--- config.mk ---
export PLATFORM = sky130hd
export DESIGN_NAME = phy_idelay_tap_scan_flat
export DESIGN_NICKNAME = d
export VERILOG_FILES = /design/src/rtl/phy_idelay_pkg.sv /design/src/rtl/phy_idelay_tap_scan_if.sv /design/src/rtl/phy_preamble_checker.sv /design/src/rtl/phy_idelay_tap_scan.sv /design/src/flat_wrapper.sv
export SDC_FILE = /design/constraint.sdc
export NUM_CORES = 1
export LEC_CHECK = 0
export CORE_ASPECT_RATIO = 1.25
export CORE_MARGIN = 2
export CORE_UTILIZATION = 60
export CTS_BUF_LIST = sky130_fd_sc_hd__clkbuf_4
export DETAILED_ROUTE_END_ITERATION = 10
export GPL_TIMING_DRIVEN = 0
export PLACE_DENSITY = 0.88
export SETUP_SLACK_MARGIN = 0.05
export SLEW_MARGIN = 10
export SYNTH_ARGS = -nofsm -noshare
export SYNTH_HDL_FRONTEND = slang
export SYNTH_HIERARCHICAL = 1
export SYNTH_SLANG_ARGS = --single-unit
--- constraint.sdc ---
create_clock -name phy_rx_clk -period 8.38 [get_ports phy_rx_clk]
set_clock_uncertainty 0.05 [all_clocks]
set_input_delay 1.257 -clock phy_rx_clk [delete_from_list [all_inputs] [get_ports phy_rx_clk]]
set_output_delay 1.257 -clock phy_rx_clk [all_outputs]
set_load 0.01 [all_outputs]
--- src/rtl/phy_idelay_pkg.sv ---
// rtl/phy_idelay_pkg.sv - shared types and constants for the RGMII RX IDELAY tap scan
package phy_idelay_pkg;

  localparam int TAP_W = 5;
  localparam logic [TAP_W-1:0] TAP_MAX = 5'd31;
  localparam logic [7:0] PRE_BYTE = 8'h55;
  localparam logic [7:0] SFD_BYTE = 8'hD5;

  typedef enum logic [3:0] {
    ST_IDLE,
    ST_WAIT_RDY,
    ST_LOAD,
    ST_SETTLE,
    ST_CHECK,
    ST_STEP,
    ST_EVAL,
    ST_APPLY_LD,
    ST_APPLY_INC,
    ST_VERIFY,
    ST_DONE
  } tap_scan_state_e;

  typedef enum logic [1:0] {
    CK_SKIP,
    CK_IDLE,
    CK_PRE,
    CK_DONE
  } chk_state_e;

  // Centre of a window, rounded down for even lengths.
  function automatic logic [TAP_W-1:0] centre_of(input logic [5:0] start, input logic [5:0] len);
    logic [5:0] c;
    c = start + ((len - 6'd1) >> 1);
    return c[TAP_W-1:0];
  endfunction

endpackage

--- src/rtl/phy_idelay_tap_scan_if.sv ---
// rtl/phy_idelay_tap_scan_if.sv - IDELAY control/readback and RX byte path bundle
interface phy_idelay_tap_scan_if;
  import phy_idelay_pkg::*;

  logic             idelay_ld_out;
  logic             idelay_ce_out;
  logic             idelay_inc_out;
  logic [TAP_W-1:0] idelay_counter_value_in;
  logic [7:0]       phy_rxd_in;
  logic             phy_rvalid_in;

  modport master (
    output idelay_ld_out,
    output idelay_ce_out,
    output idelay_inc_out,
    input  idelay_counter_value_in,
    input  phy_rxd_in,
    input  phy_rvalid_in
  );

  modport slave (
    input  idelay_ld_out,
    input  idelay_ce_out,
    input  idelay_inc_out,
    output idelay_counter_value_in,
    output phy_rxd_in,
    output phy_rvalid_in
  );

endinterface

--- src/rtl/phy_preamble_checker.sv ---
// rtl/phy_preamble_checker.sv - preamble/SFD frame qualifier, one good/bad pulse per frame while armed
module phy_preamble_checker
  import phy_idelay_pkg::*;
#(
  parameter int MIN_PRE = 6
) (
  input  logic       clk,
  input  logic       rst_n,
  input  logic       arm_in,
  input  logic [7:0] rxd_in,
  input  logic       rvalid_in,
  output logic       good_out,
  output logic       bad_out
);

  chk_state_e  st_q, st_d;
  logic [3:0]  pre_q, pre_d;
  logic        rvalid_prev_q, rvalid_prev_d;
  logic        take_byte;
  logic [3:0]  pre_base;

  always_comb begin
    st_d          = st_q;
    pre_d         = pre_q;
    rvalid_prev_d = rvalid_in;
    good_out      = 1'b0;
    bad_out       = 1'b0;
    take_byte     = 1'b0;
    pre_base      = pre_q;

    if (!arm_in) begin
      // Disarmed: any frame seen on re-arm counts as already in flight.
      st_d  = CK_SKIP;
      pre_d = 4'd0;
    end else begin
      case (st_q)
        CK_SKIP, CK_IDLE: begin
          if (rvalid_in && !rvalid_prev_q) begin
            take_byte = 1'b1;
            pre_base  = 4'd0;
          end else if (!rvalid_in) begin
            st_d = CK_IDLE;
          end
        end
        CK_PRE: begin
          if (!rvalid_in) begin
            bad_out = 1'b1;
            st_d    = CK_IDLE;
          end else begin
            take_byte = 1'b1;
          end
        end
        CK_DONE: begin
          if (!rvalid_in) st_d = CK_IDLE;
        end
      endcase

      if (take_byte) begin
        if (rxd_in == PRE_BYTE) begin
          pre_d = (pre_base == 4'd15) ? 4'd15 : pre_base + 4'd1;
          st_d  = CK_PRE;
        end else if (rxd_in == SFD_BYTE && int'(pre_base) >= MIN_PRE) begin
          good_out = 1'b1;
          st_d     = CK_DONE;
        end else begin
          bad_out = 1'b1;
          st_d    = CK_DONE;
        end
      end
    end
  end

  always_ff @(posedge clk or negedge rst_n) begin
    if (!rst_n) begin
      st_q          <= CK_SKIP;
      pre_q         <= 4'd0;
      rvalid_prev_q <= 1'b0;
    end else begin
      st_q          <= st_d;
      pre_q         <= pre_d;
      rvalid_prev_q <= rvalid_prev_d;
    end
  end

endmodule

--- src/rtl/phy_idelay_tap_scan.sv ---
// rtl/phy_idelay_tap_scan.sv - sweeps IDELAY taps 0..31, finds the longest passing window, applies its centre
module phy_idelay_tap_scan
  import phy_idelay_pkg::*;
#(
  parameter int GOOD_FRAMES   = 4,
  parameter int MIN_PRE       = 6,
  parameter int SETTLE_CYCLES = 16,
  parameter int TIMEOUT_W     = 16
) (
  input  logic                 phy_rx_clk,
  input  logic                 sys_rst,
  input  logic                 train_start_in,
  input  logic                 idelayctrl_rdy_in,
  phy_idelay_tap_scan_if.master phy_if,
  output logic                 train_busy_out,
  output logic                 train_done_out,
  output logic                 train_fail_out,
  output logic [TAP_W-1:0]     tap_value_out,
  output logic [5:0]           window_len_out
);

  localparam int SET_W = $clog2(SETTLE_CYCLES + 1);
  localparam int GF_W  = $clog2(GOOD_FRAMES + 1);
  localparam logic [SET_W-1:0]     SET_LAST = SET_W'(SETTLE_CYCLES - 1);
  localparam logic [GF_W-1:0]      GF_LAST  = GF_W'(GOOD_FRAMES - 1);
  // Verdict lands in the (2^W-1)th CHECK cycle; the counter is 0 in the first.
  localparam logic [TIMEOUT_W-1:0] TMO_LAST = {TIMEOUT_W{1'b1}} - 1'b1;

  tap_scan_state_e      state_q, state_d;
  logic [SET_W-1:0]     set_cnt_q, set_cnt_d;
  logic [TIMEOUT_W-1:0] tmo_q, tmo_d;
  logic [GF_W-1:0]      good_cnt_q, good_cnt_d;
  logic [TAP_W-1:0]     tap_q, tap_d;
  logic [5:0]           run_start_q, run_start_d;
  logic [5:0]           run_len_q, run_len_d;
  logic [5:0]           best_start_q, best_start_d;
  logic [5:0]           best_len_q, best_len_d;
  logic [TAP_W-1:0]     centre_q, centre_d;
  logic [TAP_W-1:0]     inc_cnt_q, inc_cnt_d;
  logic                 busy_q, busy_d;
  logic                 done_q, done_d;
  logic                 fail_q, fail_d;
  logic [TAP_W-1:0]     tap_out_q, tap_out_d;
  logic [5:0]           wlen_q, wlen_d;

  logic       ld_o, ce_o;
  logic       arm, good_v, bad_v;
  logic       pass_hit, fail_hit, verdict;
  logic [5:0] tap6, cur_start, cur_len, cand_start, cand_len;
  logic       busy_state;

  phy_preamble_checker #(
    .MIN_PRE (MIN_PRE)
  ) u_chk (
    .clk       (phy_rx_clk),
    .rst_n     (sys_rst),
    .arm_in    (arm),
    .rxd_in    (phy_if.phy_rxd_in),
    .rvalid_in (phy_if.phy_rvalid_in),
    .good_out  (good_v),
    .bad_out   (bad_v)
  );

  assign arm        = (state_q == ST_CHECK);
  assign pass_hit   = good_v && (good_cnt_q == GF_LAST);
  assign fail_hit   = bad_v || (tmo_q == TMO_LAST);
  assign verdict    = arm && (pass_hit || fail_hit);
  assign busy_state = (state_q != ST_IDLE) && (state_q != ST_DONE);
  assign tap6       = {1'b0, tap_q};
  assign cur_start  = (run_len_q == 6'd0) ? tap6 : run_start_q;
  assign cur_len    = run_len_q + 6'd1;

  always_comb begin
    state_d      = state_q;
    set_cnt_d    = set_cnt_q;
    tmo_d        = tmo_q;
    good_cnt_d   = good_cnt_q;
    tap_d        = tap_q;
    run_start_d  = run_start_q;
    run_len_d    = run_len_q;
    best_start_d = best_start_q;
    best_len_d   = best_len_q;
    centre_d     = centre_q;
    inc_cnt_d    = inc_cnt_q;
    busy_d       = busy_q;
    done_d       = done_q;
    fail_d       = fail_q;
    tap_out_d    = tap_out_q;
    wlen_d       = wlen_q;
    ld_o         = 1'b0;
    ce_o         = 1'b0;
    cand_start   = 6'd0;
    cand_len     = 6'd0;

    if (busy_state && !idelayctrl_rdy_in) begin
      state_d      = ST_WAIT_RDY;
      tap_d        = '0;
      good_cnt_d   = '0;
      run_start_d  = 6'd0;
      run_len_d    = 6'd0;
      best_start_d = 6'd0;
      best_len_d   = 6'd0;
    end else begin
      case (state_q)
        ST_IDLE, ST_DONE: begin
          if (train_start_in) begin
            state_d      = ST_WAIT_RDY;
            busy_d       = 1'b1;
            done_d       = 1'b0;
            fail_d       = 1'b0;
            tap_out_d    = '0;
            wlen_d       = 6'd0;
            tap_d        = '0;
            good_cnt_d   = '0;
            run_start_d  = 6'd0;
            run_len_d    = 6'd0;
            best_start_d = 6'd0;
            best_len_d   = 6'd0;
          end
        end
        ST_WAIT_RDY: state_d = ST_LOAD;
        ST_LOAD: begin
          ld_o      = 1'b1;
          tap_d     = '0;
          set_cnt_d = '0;
          state_d   = ST_SETTLE;
        end
        ST_SETTLE: begin
          if (set_cnt_q == SET_LAST) begin
            if (phy_if.idelay_counter_value_in != tap_q) begin
              fail_d  = 1'b1;
              done_d  = 1'b1;
              busy_d  = 1'b0;
              state_d = ST_DONE;
            end else begin
              tmo_d      = '0;
              good_cnt_d = '0;
              state_d    = ST_CHECK;
            end
          end else begin
            set_cnt_d = set_cnt_q + 1'b1;
          end
        end
        ST_CHECK: begin
          tmo_d = tmo_q + 1'b1;
          if (good_v) good_cnt_d = good_cnt_q + 1'b1;
          if (verdict) begin
            if (pass_hit) begin
              run_start_d = cur_start;
              run_len_d   = cur_len;
              cand_start  = cur_start;
              cand_len    = cur_len;
            end else begin
              run_len_d  = 6'd0;
              cand_start = run_start_q;
              cand_len   = run_len_q;
            end
            // Strictly longer only, so the lower-start window wins a tie.
            if ((!pass_hit || tap_q == TAP_MAX) && cand_len > best_len_q) begin
              best_start_d = cand_start;
              best_len_d   = cand_len;
            end
            state_d = (tap_q == TAP_MAX) ? ST_EVAL : ST_STEP;
          end
        end
        ST_STEP: begin
          ce_o      = 1'b1;
          tap_d     = tap_q + 1'b1;
          set_cnt_d = '0;
          state_d   = ST_SETTLE;
        end
        ST_EVAL: begin
          if (best_len_q == 6'd0) begin
            fail_d    = 1'b1;
            centre_d  = '0;
            tap_out_d = '0;
            wlen_d    = 6'd0;
          end else begin
            centre_d  = centre_of(best_start_q, best_len_q);
            tap_out_d = centre_of(best_start_q, best_len_q);
            wlen_d    = best_len_q;
          end
          state_d = ST_APPLY_LD;
        end
        ST_APPLY_LD: begin
          ld_o      = 1'b1;
          inc_cnt_d = '0;
          state_d   = ST_APPLY_INC;
        end
        ST_APPLY_INC: begin
          if (inc_cnt_q == centre_q) begin
            set_cnt_d = '0;
            state_d   = ST_VERIFY;
          end else begin
            ce_o      = 1'b1;
            inc_cnt_d = inc_cnt_q + 1'b1;
          end
        end
        ST_VERIFY: begin
          if (set_cnt_q == SET_LAST) begin
            if (phy_if.idelay_counter_value_in != centre_q) fail_d = 1'b1;
            done_d  = 1'b1;
            busy_d  = 1'b0;
            state_d = ST_DONE;
          end else begin
            set_cnt_d = set_cnt_q + 1'b1;
          end
        end
        default: state_d = ST_IDLE;
      endcase
    end
  end

  always_ff @(posedge phy_rx_clk or negedge sys_rst) begin
    if (!sys_rst) begin
      state_q      <= ST_IDLE;
      set_cnt_q    <= '0;
      tmo_q        <= '0;
      good_cnt_q   <= '0;
      tap_q        <= '0;
      run_start_q  <= 6'd0;
      run_len_q    <= 6'd0;
      best_start_q <= 6'd0;
      best_len_q   <= 6'd0;
      centre_q     <= '0;
      inc_cnt_q    <= '0;
      busy_q       <= 1'b0;
      done_q       <= 1'b0;
      fail_q       <= 1'b0;
      tap_out_q    <= '0;
      wlen_q       <= 6'd0;
    end else begin
      state_q      <= state_d;
      set_cnt_q    <= set_cnt_d;
      tmo_q        <= tmo_d;
      good_cnt_q   <= good_cnt_d;
      tap_q        <= tap_d;
      run_start_q  <= run_start_d;
      run_len_q    <= run_len_d;
      best_start_q <= best_start_d;
      best_len_q   <= best_len_d;
      centre_q     <= centre_d;
      inc_cnt_q    <= inc_cnt_d;
      busy_q       <= busy_d;
      done_q       <= done_d;
      fail_q       <= fail_d;
      tap_out_q    <= tap_out_d;
      wlen_q       <= wlen_d;
    end
  end

  assign phy_if.idelay_ld_out  = ld_o;
  assign phy_if.idelay_ce_out  = ce_o;
  assign phy_if.idelay_inc_out = ce_o;
  assign train_busy_out        = busy_q;
  assign train_done_out        = done_q;
  assign train_fail_out        = fail_q;
  assign tap_value_out         = tap_out_q;
  assign window_len_out        = wlen_q;

endmodule

--- src/flat_wrapper.sv ---
// flat-port wrapper written by rule: the top's interface ports become plain ports
module phy_idelay_tap_scan_flat import phy_idelay_pkg::*;
#(
  parameter int GOOD_FRAMES   = 4,
  parameter int MIN_PRE       = 6,
  parameter int SETTLE_CYCLES = 16,
  parameter int TIMEOUT_W     = 16
)
  (phy_rx_clk, sys_rst, train_start_in, idelayctrl_rdy_in, train_busy_out, train_done_out, train_fail_out, tap_value_out, window_len_out, phy_if_idelay_ld_out, phy_if_idelay_ce_out, phy_if_idelay_inc_out, phy_if_idelay_counter_value_in, phy_if_phy_rxd_in, phy_if_phy_rvalid_in);
  phy_idelay_tap_scan_if phy_if_i ();
  input  logic phy_rx_clk;
  input  logic sys_rst;
  input  logic train_start_in;
  input  logic idelayctrl_rdy_in;
  output logic train_busy_out;
  output logic train_done_out;
  output logic train_fail_out;
  output logic [TAP_W-1:0] tap_value_out;
  output logic [5:0] window_len_out;
  output wire logic [$bits(phy_if_i.idelay_ld_out)-1:0] phy_if_idelay_ld_out;
  output wire logic [$bits(phy_if_i.idelay_ce_out)-1:0] phy_if_idelay_ce_out;
  output wire logic [$bits(phy_if_i.idelay_inc_out)-1:0] phy_if_idelay_inc_out;
  input wire logic [$bits(phy_if_i.idelay_counter_value_in)-1:0] phy_if_idelay_counter_value_in;
  input wire logic [$bits(phy_if_i.phy_rxd_in)-1:0] phy_if_phy_rxd_in;
  input wire logic [$bits(phy_if_i.phy_rvalid_in)-1:0] phy_if_phy_rvalid_in;
  assign phy_if_idelay_ld_out = phy_if_i.idelay_ld_out;
  assign phy_if_idelay_ce_out = phy_if_i.idelay_ce_out;
  assign phy_if_idelay_inc_out = phy_if_i.idelay_inc_out;
  assign phy_if_i.idelay_counter_value_in = phy_if_idelay_counter_value_in;
  assign phy_if_i.phy_rxd_in = phy_if_phy_rxd_in;
  assign phy_if_i.phy_rvalid_in = phy_if_phy_rvalid_in;
  phy_idelay_tap_scan #(.GOOD_FRAMES(GOOD_FRAMES), .MIN_PRE(MIN_PRE), .SETTLE_CYCLES(SETTLE_CYCLES), .TIMEOUT_W(TIMEOUT_W)) u_core (.phy_rx_clk(phy_rx_clk), .sys_rst(sys_rst), .train_start_in(train_start_in), .idelayctrl_rdy_in(idelayctrl_rdy_in), .phy_if(phy_if_i), .train_busy_out(train_busy_out), .train_done_out(train_done_out), .train_fail_out(train_fail_out), .tap_value_out(tap_value_out), .window_len_out(window_len_out));
endmodule
==> results.json, run 1 <==
{
  "layout.cells.most_common_list": "sky130_fd_sc_hd__dfrtp_1 (86), sky130_fd_sc_hd__nand2_1 (77), sky130_fd_sc_hd__o21ai_0 (34)",
  "layout_worst_path_cycle_share_pct": 61.7,
  "fp.coreArea_um2": 8650,
  "synth.cell_area_um2": 5320,
  "post_synth_inst_count": 569,
  "max_slew.worst_pin.slew_ns": 0.574,
  "final_cell_count_no_fill": 739,
  "finish.net_count": 658,
  "setup.worst_path.start_class": "input pin",
  "floorplan.initialDensity_pct": 61.5,
  "final-hold-violation-count": 0,
  "power.density_cell_area_nw_per_um2": 180,
  "synthFlopType": "sky130_fd_sc_hd__dfrtp_1",
  "first_pass_iters": 7,
  "grt_first_pass_wirelength_um": 21700,
  "die_height_um": 109,
  "mostFrequentLayoutCell": "sky130_fd_sc_hd__dfrtp_1",
  "yosysTopAreaCell": "sky130_fd_sc_hd__dfrtp_1",
  "synth_fp_nets": 613,
  "critical_path.n_buffers_inverters": 4,
  "p_leak_nw": 2.72,
  "hold-worst-slack_ns": 0.441,
  "period_needed_ns": 5.17,
  "grt_antenna_before_repair": 0,
  "drv.max_cap_violation_count": 0,
  "route.final.wire_length_um": 12800,
  "gr-usage-met3_pct": 4.47,
  "vias": 4574,
  "cts_buffers": 9,
  "cts-root-to-sink-buffers": 2,
  "synth_top_cell_area_share_pct": 40.5,
  "met2_demand_to_capacity_share_in_global_routing_pct": 47.9,
  "timing.critical_path.slowest_cell_delay_ns": 0.58,
  "grt_start_max_net_pins": 53,
  "use_met1_pct": 37.0,
  "hold_path_class": "flop to flop",
  "detailedPlacementHpwl_um": 9350,
  "drive_gt1_share_pct": 9.05,
  "timing.critical_path.required_ns": 8.69,
  "die_x_um": 88.2,
  "cp-end-kind": "flop",
  "crit_path_top_delay_cell": "sky130_fd_sc_hd__clkdlybuf4s50_1",
  "cts_tree": "done",
  "buffer_ports.inserted": 33,
  "clk-insertion-delay-late_ns": 0.46,
  "place_congestion": 0.946,
  "vias_in_the_first_global_route": 4600,
  "drt_iter0_markers": 276,
  "synth-seq-area-share_pct": 40.5,
  "worst_path_most_repeated_cell": "sky130_fd_sc_hd__nand2_1",
  "placed_cells": 723,
  "postLayoutCellArea_um2": 5990,
  "post-layout-total-power_mw": 1.08,
  "io-pin-count": 35,
  "cpLargestDelayFamily": "simple AND/OR/NAND/NOR gates",
  "synth_seq_cells": 86,
  "placementRows": 38,
  "highest_fanout_seen_on_the_critical_path": 10,
  "wl_per_cell_um": 17.3,
  "netlist-cell-type-count": 71,
  "post_synth_main_area_contributors": "sky130_fd_sc_hd__dfrtp_1 (40%), sky130_fd_sc_hd__ha_1 (5.9%), sky130_fd_sc_hd__nand2_1 (5.4%), sky130_fd_sc_hd__xnor2_1 (3.3%), sky130_fd_sc_hd__o21ai_0 (3.2%)",
  "clock_sinks": 86,
  "fraction_of_registers_with_async_set_or_reset_after_synthesis_pct": 100,
  "ir_worst_vdd_mv": 0.124,
  "outcome": "finished, final reports clean",
  "post-cts-setup-buffers": 0,
  "globalRouteTotalUtil_pct": 28.9,
  "count_of_cells_resized_by_post_cts_repair": 0,
  "timing.critical_path.cells": "clkdlybuf4s50_1 -> or3b_1 -> buf_6 -> nand2_1 -> ha_1 -> o21a_1 -> o21ai_0 -> nor4_1 -> nand2_1 -> inv_1 -> nand2_1 -> xnor2_1 -> ha_1 -> nand4_1 -> o21bai_1 -> a31oi_1 -> o21bai_4 -> buf_6 -> mux2_4",
  "postSynthAreaPerCell_um2": 9.35,
  "hold_buffers": 0,
  "final-max-slew-violation-count": 0,
  "diodes": 0,
  "gr-max-usage-layer": "met2",
  "cts.htree.levels": 3,
  "area_growth_from_synthesis_to_layout_pct": 12.7,
  "total_neg_setup_slack_ns": 0,
  "setup_repair_after_global_routing_missed_its_margin": "false",
  "drt-vias-per-instance": 6.19,
  "synthesis.yosys.warnings": 6,
  "placed_cell_area_um2": 5820,
  "overflow": 0,
  "critPathKind": "input pin to flop",
  "cts.reportedPaths.clkPinSlew_ns": 0.15,
  "synth_edf_count": 0,
  "drc": 0,
  "fmax_mhz": 194,
  "worst_path_arrival_time_ns": 5.48,
  "detail-route-antenna-nets": 0,
  "finalSetupViolCount": 0,
  "timing.slew.headroom_pct": 60.7,
  "die-area_um2": 9640,
  "cts.root.buffer_cell": "sky130_fd_sc_hd__clkbuf_4"
}
-- sequential cells by signal, indices dropped and copies added, names as in the netlist --
name / cells
u_core/state_q: 4
u_core/window_len_out: 6
u_core/run_len_q: 6
u_core/best_start_q: 5
u_core/u_chk/pre_q: 4
u_core/tmo_q: 16
u_core/u_chk/rvalid_prev_q: 1
u_core/train_done_out: 1
u_core/good_cnt_q: 3
u_core/u_chk/st_q: 2
u_core/train_fail_out: 1
u_core/run_start_q: 5
u_core/set_cnt_q: 5
u_core/tap_value_out: 5
u_core/train_busy_out: 1
u_core/centre_q: 5
u_core/best_len_q: 6
u_core/tap_q: 5
u_core/inc_cnt_q: 5
-- power breakdown --
group          leakage, nW  total (mW)  switching, mW  internal, mW
Clock               0.0875       0.282          0.157         0.124
Combinational         1.45       0.343          0.214         0.129
Sequential            1.18       0.453         0.0188         0.435
-- routing by layer --
metal,vias to the layer above,share of wire (%)
met5,-,0
met4,0,2.8
met3,34,4.0
met2,136,52
met1,2260,42
li1,2144,-
-- logic make-up after synthesis --
logic type	synth area share, %
and+or+nand+nor	22.2
xor gates and xnor gates	5.10
muxes	4.61
adders and majority gates	6.26
DFF	40.5
AOI/OAI and AO/OA	17.4
buffers and inverters	3.95
-- cell usage after synthesis, drive strengths merged (7+ instances only) --
cell and n:
a21o 9, a21oi 22, a22o 12, a31oi 9
and3 8, buf 11, clkbuf 7, dfrtp 86
ha 25, inv 28, mux2 8, mux2i 14
nand2 77, nand3 30, nand4 11, nor2 32
nor2b 10, nor3 16, o21ai 36, o31ai 10
or4 9, xnor2 20, xor2 11
-- metrics by stage --
| stage | util, % | worst slack (ns) |
|---|---|---|
| finish | 69.3 | 3.21 |
| global route | 69.3 | 2.95 |
| CTS | 69.3 | 3.31 |
| detailed placement | 67.3 | 2.81 |
| global placement | 67.0 | 2.91 |
| floorplan | - | 3.99 |
-- path summary, 6_finish.rpt --
path / start / endpoint / slack (ns) / depth (start not counted)
setup / recovery: phy_if_phy_rvalid_in / u_core/best_start_q[3]$_DFFE_PN0P_ / 3.21 / 19
hold / removal: u_core/window_len_out[0]$_DFFE_PN0P_ / u_core/window_len_out[0]$_DFFE_PN0P_ / 0.44 / 2
setup reg to reg: u_core/state_q[2]$_DFFE_PN0P_ / u_core/best_start_q[3]$_DFFE_PN0P_ / 3.84 / 17
hold reg to reg: u_core/window_len_out[0]$_DFFE_PN0P_ / u_core/window_len_out[0]$_DFFE_PN0P_ / 0.44 / 2
max in group asynchronous: sys_rst / u_core/best_len_q[3]$_DFFE_PN0P_ / 6.97 / 2
min in group asynchronous: sys_rst / u_core/tmo_q[13]$_DFFE_PN0P_ / 0.68 / 1
-- layout make-up --
cell class | instances | area [um^2]
multi-input cells | 437 | 2960
clock inverters | 7 | 103
flip-flops and latches | 86 | 2150
plain buffers | 18 | 105
repair buffers | 34 | 355
well taps | 120 | 150
fillers | 663 | 2660
inverters | 28 | 105
clock buffers | 9 | 67.6
-- worst reg2reg max path, stage by stage, from the launching register on --
cell and delay, ns:
sky130_fd_sc_hd__dfrtp_1 0.50, sky130_fd_sc_hd__clkbuf_1 0.35, sky130_fd_sc_hd__nor2b_1 0.33, sky130_fd_sc_hd__nand2_1 0.11, sky130_fd_sc_hd__inv_1 0.17, sky130_fd_sc_hd__nand3_2 0.16, sky130_fd_sc_hd__nor4_1 0.49, sky130_fd_sc_hd__nand2_1 0.32
sky130_fd_sc_hd__inv_1 0.27, sky130_fd_sc_hd__nand2_1 0.11, sky130_fd_sc_hd__xnor2_1 0.17, sky130_fd_sc_hd__ha_1 0.32, sky130_fd_sc_hd__nand4_1 0.12, sky130_fd_sc_hd__o21bai_1 0.17, sky130_fd_sc_hd__a31oi_1 0.25, sky130_fd_sc_hd__o21bai_4 0.09
sky130_fd_sc_hd__buf_6 0.16, sky130_fd_sc_hd__mux2_4 0.31
Power figures use the tool's default switching activity.
==> run 2, diff against run 1 <==
clock period = 5.27 ns   (was 8.38 ns; I/O delays follow)
==> results of run 2 <==
The final DEF is identical to that of run 1. Status: finished, final reports clean.
Main changes from that run: setup slack after placement 2.81 ns -> 0.163 ns; setup slack after layout 3.21 ns -> 0.569 ns; hold slack 0.441 ns -> 0.218 ns; register-to-register setup slack 3.84 ns -> 0.73 ns; total power 1.08 mW -> 1.71 mW; worst IR drop on VDD 0.124 mV -> 0.198 mV
